--- src/rtl/br_pkg.sv ---
// br_pkg: shared FSM state, queue entry layout and default tag width for branch_resolve
package br_pkg;
  localparam int TAG_W = 4;
  typedef enum logic {RUN, FLUSH} br_state_e;
  typedef struct packed {
    logic             taken;
    logic [1:0]       state;
    logic [TAG_W-1:0] tag;
  } br_entry_t;
endpackage

--- src/rtl/br_fifo.sv ---
// br_fifo: circular buffer of outstanding predictions with push/pop/clear and head output
module br_fifo #(
  parameter int DEPTH = 4,
  parameter int W = 7
) (
  input  logic                       clk,
  input  logic                       rst,
  input  logic                       push,
  input  logic                       pop,
  input  logic                       clear,
  input  logic [W-1:0]               din,
  output logic [W-1:0]               head,
  output logic [$clog2(DEPTH+1)-1:0] count
);
  localparam int PW = $clog2(DEPTH);
  localparam int CW = $clog2(DEPTH+1);
  logic [W-1:0] mem [DEPTH];
  logic [PW-1:0] wptr, rptr;
  assign head = mem[rptr];
  // pointers and occupancy; clear rewinds both pointers to slot 0
  always_ff @(posedge clk) begin
    if (rst || clear) begin
      wptr  <= '0;
      rptr  <= '0;
      count <= '0;
    end else begin
      if (push) wptr <= wptr + 1'b1;
      if (pop) rptr <= rptr + 1'b1;
      count <= count + CW'(push) - CW'(pop);
    end
  end
  // entry storage needs no reset; occupancy says which slots are live
  always_ff @(posedge clk) begin
    if (push && !clear) mem[wptr] <= din;
  end
endmodule

--- src/rtl/branch_resolve.sv ---
// branch_resolve: in-order prediction queue, resolve/mispredict/flush FSM; BR_STATS_EN adds br_total/br_miss
module branch_resolve
  import br_pkg::*;
#(
  parameter int DEPTH = 4,
  parameter int TAG_W = br_pkg::TAG_W
) (
  input  logic                       clk,
  input  logic                       rst,
  input  logic                       pred_valid,
  input  logic                       pred_taken,
  input  logic [1:0]                 pred_state,
  input  logic [TAG_W-1:0]           pred_tag,
  output logic                       pred_ready,
  input  logic                       res_valid,
  input  logic                       res_taken,
  output logic                       out_valid,
  output logic                       out_mispredict,
  output logic [TAG_W-1:0]           out_tag,
  output logic [1:0]                 out_state,
  output logic                       flush,
  output logic                       res_err,
  output logic [$clog2(DEPTH+1)-1:0] count
`ifdef BR_STATS_EN
  ,
  output logic [7:0]                 br_total,
  output logic [7:0]                 br_miss
`endif
);
  localparam int EW = 3 + TAG_W;
  br_state_e state;
  logic [EW-1:0] head;
  logic h_taken;
  logic [1:0] h_state;
  logic [TAG_W-1:0] h_tag;
  logic accept, mis, push;
  assign {h_taken, h_state, h_tag} = head;
  assign pred_ready = (state == RUN) && (32'(count) != DEPTH);
  assign accept = res_valid && (state == RUN) && (count != '0);
  assign mis = accept && (h_taken != res_taken);
  assign push = pred_valid && pred_ready;
  br_fifo #(.DEPTH(DEPTH), .W(EW)) u_fifo (
    .clk(clk),
    .rst(rst),
    .push(push && !mis),
    .pop(accept && !mis),
    .clear(mis),
    .din({pred_taken, pred_state, pred_tag}),
    .head(head),
    .count(count)
  );
  // FSM and registered resolution outputs; a mispredict spends one cycle in FLUSH
  always_ff @(posedge clk) begin
    if (rst) begin
      state          <= RUN;
      out_valid      <= 1'b0;
      out_mispredict <= 1'b0;
      out_tag        <= '0;
      out_state      <= '0;
      flush          <= 1'b0;
      res_err        <= 1'b0;
    end else begin
      state          <= mis ? FLUSH : RUN;
      out_valid      <= accept;
      out_mispredict <= mis;
      flush          <= mis;
      res_err        <= res_valid && !accept;
      if (accept) begin
        out_tag   <= h_tag;
        out_state <= h_state;
      end
    end
  end
`ifdef BR_STATS_EN
  // saturating accuracy statistics
  always_ff @(posedge clk) begin
    if (rst) begin
      br_total <= '0;
      br_miss  <= '0;
    end else begin
      if (accept && br_total != 8'hff) br_total <= br_total + 8'd1;
      if (mis && br_miss != 8'hff) br_miss <= br_miss + 8'd1;
    end
  end
`endif
endmodule
--- config.mk ---
export PLATFORM = sky130hd
export DESIGN_NAME = branch_resolve
export DESIGN_NICKNAME = d
export VERILOG_FILES = /design/src/rtl/br_pkg.sv /design/src/rtl/br_fifo.sv /design/src/rtl/branch_resolve.sv
export SDC_FILE = /design/constraint.sdc
export NUM_CORES = 1
export LEC_CHECK = 0
export CAP_MARGIN = 40
export CORE_MARGIN = 2
export CORE_UTILIZATION = 30
export CTS_CLUSTER_SIZE = 30
export DETAILED_ROUTE_END_ITERATION = 8
export SLEW_MARGIN = 10
export SYNTH_ARGS = -nofsm -noshare
export SYNTH_HDL_FRONTEND = slang
export SYNTH_SLANG_ARGS = --single-unit
--- constraint.sdc ---
create_clock -name clk -period 5.5 [get_ports clk]
set_input_delay 1.1 -clock clk [delete_from_list [all_inputs] [get_ports clk]]
set_output_delay 1.1 -clock clk [all_outputs]
set_load 0.02 [all_outputs]
==> impl_metrics.csv, run 1 <==
group,metric,value,unit
timing,slew_headroom,64.1,%
timing,max_freq,275,MHz
setup_path,crit_type,"primary input to flip-flop",
clock_network,cts-hold-fix-buffers,0,
run_status,status,"finished clean",
clock_network,cts_inserted_buffers,5,
global_route,grt_overflow_total,0,
global_route,grt_pass1_vias,1002,
global_route,grt_usage,10.2,%
placement,dpl_cell_area,0.00212,mm2
clock_network,cts_root_buf,"clkbuf_8",
timing,hold_viol_final,0,
synthesis,synth_area_leaders,"edfxtp_1 (47%), dfxtp_1 (20%), mux4_2 (8.8%)",
timing,fin_crit_sh,66.0,%
floorplanning,num_rows,28,
floorplanning,fp.coreArea,0.00585,mm2
floorplanning,start_util,30.8,%
power_and_ir_drop,total_power,1000,uW
floorplanning,die_area,0.00664,mm2
placement,gp_congestion,0.704,
placement,io_buffers,25,
floorplanning,die_width,81.5,um
floorplanning,die_h,81.5,um
clock_network,cts_max_path_buffers,2,
synthesis,ys_top_cells_by_count,"edfxtp_1 (28), dfxtp_1 (18), nand2_1 (14), a21oi_1 (9), nor2_1 (8)",
finish,antenna_cells,0,
synthesis,synth.most_common_cell,"edfxtp_1",
min_path,hold_class,"flip-flop to flip-flop",
synthesis,netlist_instances,125,
drt,vias_per_cell,4.40,
synthesis,yosys_most_used_dff,"edfxtp_1",
clock_network,clkTransAtPathRegs,0.08,ns
clock_network,cts_resized,0,
finish,fin_area,0.00223,mm2
timing,finalSetupTns,0,ns
clock_network,clkLatencyLatePin,0.29,ns
global_route,antenna_found_initial,0,
setup_path,crit_fanout,5,
synthesis,synth_area,0.00180,mm2
synthesis,synth-seq-area-share,66.7,%
setup_path,start_kind,"primary input",
setup_path,arrival,3.82,ns
synthesis,synth_nets,144,
setup_path,worst_setup_path_end_kind,"flip-flop",
synthesis,synth_area_per_cell,14.4,um2
clock_network,htree_levels,2,
synthesis,ys_warn_count,0,
timing,slew_violations,0,
global_route,grt_first_pass_wirelength,4.74,mm
drt,wl,3.08,mm
synthesis,ys_types,26,
finish,fin_cells,229,
drt,drcViolationCount,0,
clock_network,cts_sinks,46,
drt,vias,1007,
clock_network,postCtsSetupBuffers,0,
drt,ant_nets,0,
floorplanning,num_io_pins,26,
clock_network,cts_tree,"built",
drt,dr.pass1.iters,4,
finish,nets,172,
flow_run,max-cap-violations,0,
timing,whs,0.458,ns
power_and_ir_drop,p_leak,0.762,nW
timing,setup_viol,0,
power_and_ir_drop,vdd_drop_max,0.163,mV
synthesis,synth-edff-count,28,
synthesis,ys_ff_latch,46,
global_route,grt_max_degree,15,
timing,rsz0062_at_grt,"no",
placement,dp_cells,221,
placement,dpl.hpwl,2.23,mm
drt,wl_per_cell,13.4,um
synthesis,async_reset_ff_share,0,%
power_and_ir_drop,power_density,448,mW/mm2
finish,drive_gt1_share,10.4,%
synthesis,synth.top_cell.area_share,46.7,%
drt,drt_iter0_drc,46,
finish,area_delta_synth_final,24.0,%
timing,period_minus_slack,3.63,ns
setup_path,cp_data_required_time,5.69,ns
timing,tightest_slew,0.536,ns
timing,fin_worst_skew,0.00432,ns
synthesis,synth_area_leader_cell,"edfxtp_1",
## final timing paths
check | slack [ns] | endpoint | start | depth (start not counted)
max | 1.87 | u_fifo.count[2] | pred_valid | 13
min | 0.46 | out_tag[1] | out_tag[1] | 2
max reg2reg | 2.27 | u_fifo.count[2] | flip-flop | 12
min reg2reg | 0.46 | out_tag[1] | out_tag[1] | 2
## final cells by class
cell class	instances	area [um2]
Clock buffer	6	72.6
Timing Repair Buffer	26	258
Inverter	7	26.3
Clock inverter	2	37.5
Fill cell	540	3620
Tap cell	75	93.8
Multi-Input combinational cell	67	544
Sequential cell	46	1200
## kinds of logic (layout without fill, tap and decap cells)
logic type | Yosys count | count (layout) | share of synthesized area (%)
xor+xnor | 5 | 5 | 2.43
mux | 8 | 8 | 9.31
simple gates | 34 | 34 | 9.10
compound gates | 13 | 13 | 4.10
buf+inv | 12 | 41 | 3.13
flops | 46 | 46 | 66.7
fa+ha+maj | 7 | 7 | 5.28
## critical path, stage by stage
cell and delay, ns:
clkdlybuf4s50_1 0.47, inv_1 0.04, a211oi_1 0.47, a21boi_1 0.35, inv_1 0.08, ha_1 0.28
inv_1 0.06, ha_1 0.13, inv_1 0.05, fa_1 0.39, xor2_1 0.17, xnor2_1 0.17
nor2_1 0.07
## per-layer routing
metal	GRT usage, %	vias to the layer above	wire [um]
li1	-	498	-
met1	10.9	478	1330
met2	17.3	26	1550
met3	3.74	5	138
met4	5.59	0	59
met5	0	-	0
## sequential cells by signal (all words and copies together), names as in the netlist, named ones only
register and flops:
u_fifo.rptr 2, u_fifo.mem 28, flush 1, res_err 1
out_valid 1, out_state 2, u_fifo.wptr 2, out_tag 4
u_fifo.count 3
## cells in the final DEF (no fill, tap or decap)
cell type,count
xnor2_1,3
clkinvlp_4,1
a31oi_1,1
dfxtp_1,18
nand3b_1,1
nor3b_1,2
or3b_2,1
nor3_1,2
a211oi_1,1
nor2_1,8
a21o_1,1
a21oi_1,9
mux4_2,7
buf_4,1
and2_1,4
clkbuf_8,5
inv_1,7
xor2_1,2
clkdlybuf4s50_1,25
nand2_1,14
bufinv_16,1
fa_1,1
or3_1,1
clkbuf_1,1
ha_1,6
edfxtp_1,28
a21boi_1,1
nand4b_1,1
mux2i_1,1
## report_power, final
part	internal, mW	switching, mW	total, mW
clock	0.135	0.106	0.242
combinational	0.137	0.153	0.290
sequential	0.429	0.0393	0.468
## stage by stage
step                utilization (%)  worst slack, ns
floorplan                         -             2.25
global placement               36.3             1.77
detailed placement             36.3             1.60
CTS                            38.2             1.91
global route                   38.2             1.71
finish                         38.2             1.87
No activity file was read; power rests on OpenSTA's default activity.
==> run 2, diff against run 1 <==
==> constraint.sdc (replaced) <==
create_clock -name clk -period 3.7 [get_ports clk]
set_input_delay 0.74 -clock clk [delete_from_list [all_inputs] [get_ports clk]]
set_output_delay 0.74 -clock clk [all_outputs]
set_load 0.02 [all_outputs]
==> impl_metrics.csv, run 2 (synthesis gave the netlist of run 1 again) <==
group,metric,value,unit
floorplanning,die_width,81.5,um
floorplanning,fp.coreArea,0.00585,mm2
timing,finalSetupTns,0,ns
timing,rsz0062_at_grt,"no",
placement,dpl_cell_area,0.00214,mm2
global_route,grt_max_degree,15,
setup_path,arrival,3.15,ns
finish,nets,174,
timing,slew_violations,0,
finish,fin_cells,231,
min_path,min_to,"out_state[1]",
power_and_ir_drop,power_density,657,mW/mm2
drt,wl_per_cell,12.4,um
placement,dpl.hpwl,2.04,mm
global_route,antenna_found_initial,0,
flow_run,max-cap-violations,0,
clock_network,cts-hold-fix-buffers,0,
drt,drcViolationCount,0,
finish,antenna_cells,0,
min_path,hp-start,"out_state[1]",
timing,period_minus_slack,2.96,ns
placement,dp_cells,223,
min_path,min_path_cells,2,
finish,reg_top3,"u_fifo.mem x28, out_tag x4, u_fifo.count x3",
min_path,hold_class,"flip-flop to flip-flop",
drt,ant_nets,0,
clock_network,cts_resized,0,
finish,top_register,"u_fifo.mem",
timing,hold_viol_final,0,
finish,fin_area,0.00225,mm2
setup_path,r2r-end,"u_fifo.count[2]",
floorplanning,start_util,30.8,%
global_route,met1_usage,11.9,%
timing,fin_worst_skew,0.00454,ns
clock_network,cts_sinks,46,
setup_path,worst_setup_path_end_kind,"flip-flop",
setup_path,path_cells,"clkdlybuf4s50_1 > or3b_2 > nor2_1 > ha_1 > inv_1 > ha_1 > inv_1 > fa_1 > xor2_1 > xnor2_1 > nor2_1",
global_route,grt_usage,9.92,%
setup_path,slowest_stage,"or3b_2",
floorplanning,die_h,81.5,um
global_route,grt_overflow_total,0,
setup_path,crit_type,"primary input to flip-flop",
setup_path,cp_data_required_time,3.89,ns
finish,layout_common_cells,"edfxtp_1 (28), clkdlybuf4s50_1 (25), dfxtp_1 (18)",
timing,tightest_slew,0.462,ns
placement,gp_congestion,0.694,
floorplanning,num_rows,28,
power_and_ir_drop,vdd_drop_max,0.243,mV
global_route,grt_first_pass_wirelength,4.71,mm
drt,vias_per_cell,4.42,
drt,vias,1021,
timing,slew_headroom,69.1,%
clock_network,postCtsSetupBuffers,0,
clock_network,cts_root_buf,"clkbuf_8",
setup_path,r2r_cells,12,
global_route,busiest_layer,"met2",
finish,drive_gt1_share,11.5,%
placement,io_buffers,25,
global_route,met3_usage,3.74,%
timing,setup_viol,0,
clock_network,cts_max_path_buffers,2,
timing,fin_crit_sh,80.0,%
setup_path,crit_family,"simple AND/OR/NAND/NOR gates",
drt,drt_iter0_drc,56,
floorplanning,die_area,0.00664,mm2
finish,mostFrequentLayoutCell,"edfxtp_1",
power_and_ir_drop,p_leak,0.772,nW
global_route,grt_pass1_vias,988,
setup_path,start_kind,"primary input",
finish,fillers,558,
finish,post-route-util,38.4,%
clock_network,htree_levels,2,
setup_path,worst_path_largest_cell_delay,0.59,ns
finish,largest_reg_flops,28,
setup_path,regToRegSetupSlack,0.86,ns
finish,area_delta_synth_final,24.8,%
setup_path,crit_fanout,12,
clock_network,cts_inserted_buffers,5,
drt,dr.pass1.iters,4,
global_route,grt_use_met2,15.3,%
clock_network,cts_tree,"built",
drt,wl,2.86,mm
timing,max_freq,338,MHz
run_status,status,"finished clean",
floorplanning,num_io_pins,26,
clock_network,clkTransAtPathRegs,0.08,ns
clock_network,clkLatencyLatePin,0.29,ns
setup_path,critPathBufInv,3,
run 2: per-stage QoR:
stage / hold WS (ns) / power (mW) / worst slack [ns]
after floorplan: 0.471 / 0.982 / 0.811
after global placement: 0.444 / 1.13 / 0.439
after detailed placement: 0.446 / 1.14 / 0.419
after CTS: 0.458 / 1.50 / 0.731
after global routing: 0.481 / 1.59 / 0.555
final: 0.456 / 1.48 / 0.739
run 2: worst max path at each step:
stage	start	end	slack, ns	cells past startpoint
final	res_valid	u_fifo.count[2]	0.74	11
after detailed placement	res_valid	u_fifo.count[2]	0.42	11
after floorplan	res_valid	u_fifo.count[2]	0.81	11
after global placement	res_valid	u_fifo.count[2]	0.44	11
after global routing	pred_valid	u_fifo.count[2]	0.56	13
after CTS	res_valid	u_fifo.count[2]	0.73	11
run 2: metal layers:
layer | vias to the layer above | wire (um)
li1 | 502 | -
met1 | 489 | 1260
met2 | 25 | 1340
met3 | 5 | 189
met4 | 0 | 61
met5 | - | 0
run 2: power by group:
group	leakage, nW	switching, mW	internal, mW
Combinational	0.317	0.223	0.207
Sequential	0.403	0.0478	0.638
Clock	0.0514	0.160	0.201
run 2: final cells by class:
class / instances / area [um2] / share of cell area [%]
well taps: 75 / 93.8 / 4.17
repair buffers: 28 / 273 / 12.1
multi-input cells: 67 / 544 / 24.2
flip-flops and latches: 46 / 1200 / 53.4
clock buffers: 6 / 72.6 / 3.23
clock inverters: 2 / 37.5 / 1.67
inverters: 7 / 26.3 / 1.17
run 2: worst min-delay path, cell delays in order, from the launching register on:
cell and delay [ns]:
dfxtp_1 0.31, nand2_1 0.05, a21oi_1 0.05
==> run 3, diff against run 2 <==
==> constraint.sdc (replaced) <==
create_clock -name clk -period 2.56 [get_ports clk]
set_input_delay 0.512 -clock clk [delete_from_list [all_inputs] [get_ports clk]]
set_output_delay 0.512 -clock clk [all_outputs]
set_load 0.02 [all_outputs]
==> impl_metrics.csv, run 3 (synthesis gave the netlist of run 1 again) <==
group,metric,value,unit
global_route,grt_overflow_total,0,
finish,post-route-util,40.5,%
setup_path,path_cells,"mux4_2 > xor2_4 > a21boi_2 > inv_2 > ha_4 > inv_4 > ha_4 > inv_2 > fa_2 > xor2_2 > xnor2_1 > nor2_1",
timing,hold_viol_final,0,
floorplanning,die_h,81.5,um
power_and_ir_drop,total_power,2.29,mW
floorplanning,die_area,0.00664,mm2
global_route,grt_pass1_vias,1096,
placement,place_ws,-0.479,ns
power_and_ir_drop,p_int,1.59,mW
power_and_ir_drop,power_density,965,mW/mm2
drt,ant_nets,0,
placement,io_buffers,25,
timing,slew_headroom,69.1,%
timing,layout_setup_ws,-0.0569,ns
timing,finalSetupTns,-0.0569,ns
setup_path,crit_type,"flip-flop to flip-flop",
setup_path,arrival,2.80,ns
drt,wl,3.13,mm
clock_network,htree_levels,2,
drt,dr.pass1.iters,4,
power_and_ir_drop,swShare,30.4,%
finish,reg_top3,"u_fifo.mem x28, out_tag x4, u_fifo.count x3",
floorplanning,num_rows,28,
timing,max_freq,382,MHz
power_and_ir_drop,clkPwrFrac,22.5,%
clock_network,clkTransAtPathRegs,0.08,ns
timing,fin_crit_sh,102,%
clock_network,cts_sinks,46,
floorplanning,start_util,30.8,%
finish,antenna_cells,0,
clock_network,cts_max_path_buffers,2,
setup_path,start_kind,"flip-flop",
finish,fin_area,0.00237,mm2
power_and_ir_drop,vdd_drop_max,0.336,mV
drt,drcViolationCount,0,
setup_path,crit_fanout,3,
drt,vias,1044,
timing,tightest_slew,0.462,ns
global_route,antenna_found_initial,0,
timing,fin_worst_skew,0.00434,ns
run_status,status,"finished, violations left",
finish,layout_common_cells,"edfxtp_1 (28), clkdlybuf4s50_1 (25), dfxtp_1 (16)",
power_and_ir_drop,p_leak,0.812,nW
placement,gp_congestion,0.715,
power_and_ir_drop,p_seq_share,43.7,%
drt,wl_per_cell,13.2,um
clock_network,cts_root_buf,"clkbuf_8",
global_route,grt_max_degree,15,
drt,drt_iter0_drc,58,
min_path,hold_class,"flip-flop to flip-flop",
clock_network,cts_tree,"built",
finish,drive_gt1_share,24.1,%
setup_path,slowest_stage,"mux4_2",
clock_network,cts_inserted_buffers,5,
floorplanning,die_width,81.5,um
timing,slew_violations,0,
setup_path,cp_data_required_time,2.74,ns
timing,setup_viol,1,
placement,dpl_cell_area,0.00219,mm2
finish,area_delta_synth_final,31.7,%
placement,dpl.hpwl,2.26,mm
finish,mostFrequentLayoutCell,"edfxtp_1",
setup_path,worst_path_largest_cell_delay,0.58,ns
setup_path,regToRegSetupSlack,-0.06,ns
global_route,grt_usage,10.3,%
run_status,violations,"setup timing",
flow_run,max-cap-violations,0,
setup_path,worst_setup_path_end_kind,"flip-flop",
clock_network,cts-hold-fix-buffers,0,
timing,rsz0062_at_grt,"yes",
floorplanning,fp.coreArea,0.00585,mm2
floorplanning,num_io_pins,26,
finish,nets,180,
power_and_ir_drop,p_comb_share,33.8,%
timing,period_minus_slack,2.62,ns
finish,top_register,"u_fifo.mem",
clock_network,clkLatencyLatePin,0.29,ns
power_and_ir_drop,p_sw,697,uW
global_route,grt_first_pass_wirelength,5.06,mm
drt,vias_per_cell,4.41,
finish,largest_reg_flops,28,
run 3: area by class of cell:
class / instances / area, um2
flip-flops and latches: 46 / 1200
clock buffers: 5 / 68.8
clock inverters: 3 / 40.0
multi-input cells: 67 / 619
fillers: 526 / 3480
repair buffers: 34 / 318
inverters: 7 / 28.8
well taps: 75 / 93.8
run 3: stage by stage:
| stage | hold slack [ns] | cells |
|---|---|---|
| 2_1_floorplan | 0.471 | 125 |
| 3_3_place_gp | 0.444 | 228 |
| 3_5_place_dp | 0.449 | 228 |
| 4_1_cts | 0.462 | 237 |
| 5_1_grt | 0.491 | 237 |
| 6_report | 0.459 | 237 |
run 3: path summary, 6_finish.rpt:
kind / cells after the start / to / from
setup reg to reg: 12 / u_fifo.count[2] / flip-flop
hold reg to reg: 2 / out_tag[3] / out_tag[3]
setup / recovery: 12 / u_fifo.count[2] / flip-flop
hold / removal: 2 / out_tag[3] / out_tag[3]
run 3: worst max-delay path: cells and delay by family, from the launching register on:
kind | cells | cell delay [ns]
adder cells (fa/ha/maj) | 3 | 0.70
AO/OA/AOI/OAI | 1 | 0.17
AND/OR/NAND/NOR | 1 | 0.07
multiplexers | 1 | 0.58
flip-flops | 1 | 0.35
buffers and inverters | 3 | 0.14
XOR/XNOR | 3 | 0.50
run 3: power groups by stage:
stage,sequential [mW],clock [mW],combinational [mW]
after floorplan,1.06,0,0.378
after global placement,1.00,0,0.678
after detailed placement,1.01,0,0.702
after CTS,1.00,0.530,0.718
after global routing,1.02,0.560,0.856
final,1.00,0.515,0.774
run 3: what timing repair did:
action / 4_1_cts / 5_1_grt
pin swaps: 2 / 4
setup buffers: 1 / 0
gates resized for setup: 3 / 11
setup endpoints to repair: 1 / 2
run 3: per-layer routing:
metal  global-route usage [%]  part of all wire (%)  up-vias
li1                         -                     -      512
met1                     11.8                    42      509
met2                     18.7                    54       19
met3                     2.64                   3.2        4
met4                     3.56                   1.1        0
met5                        0                     0        -
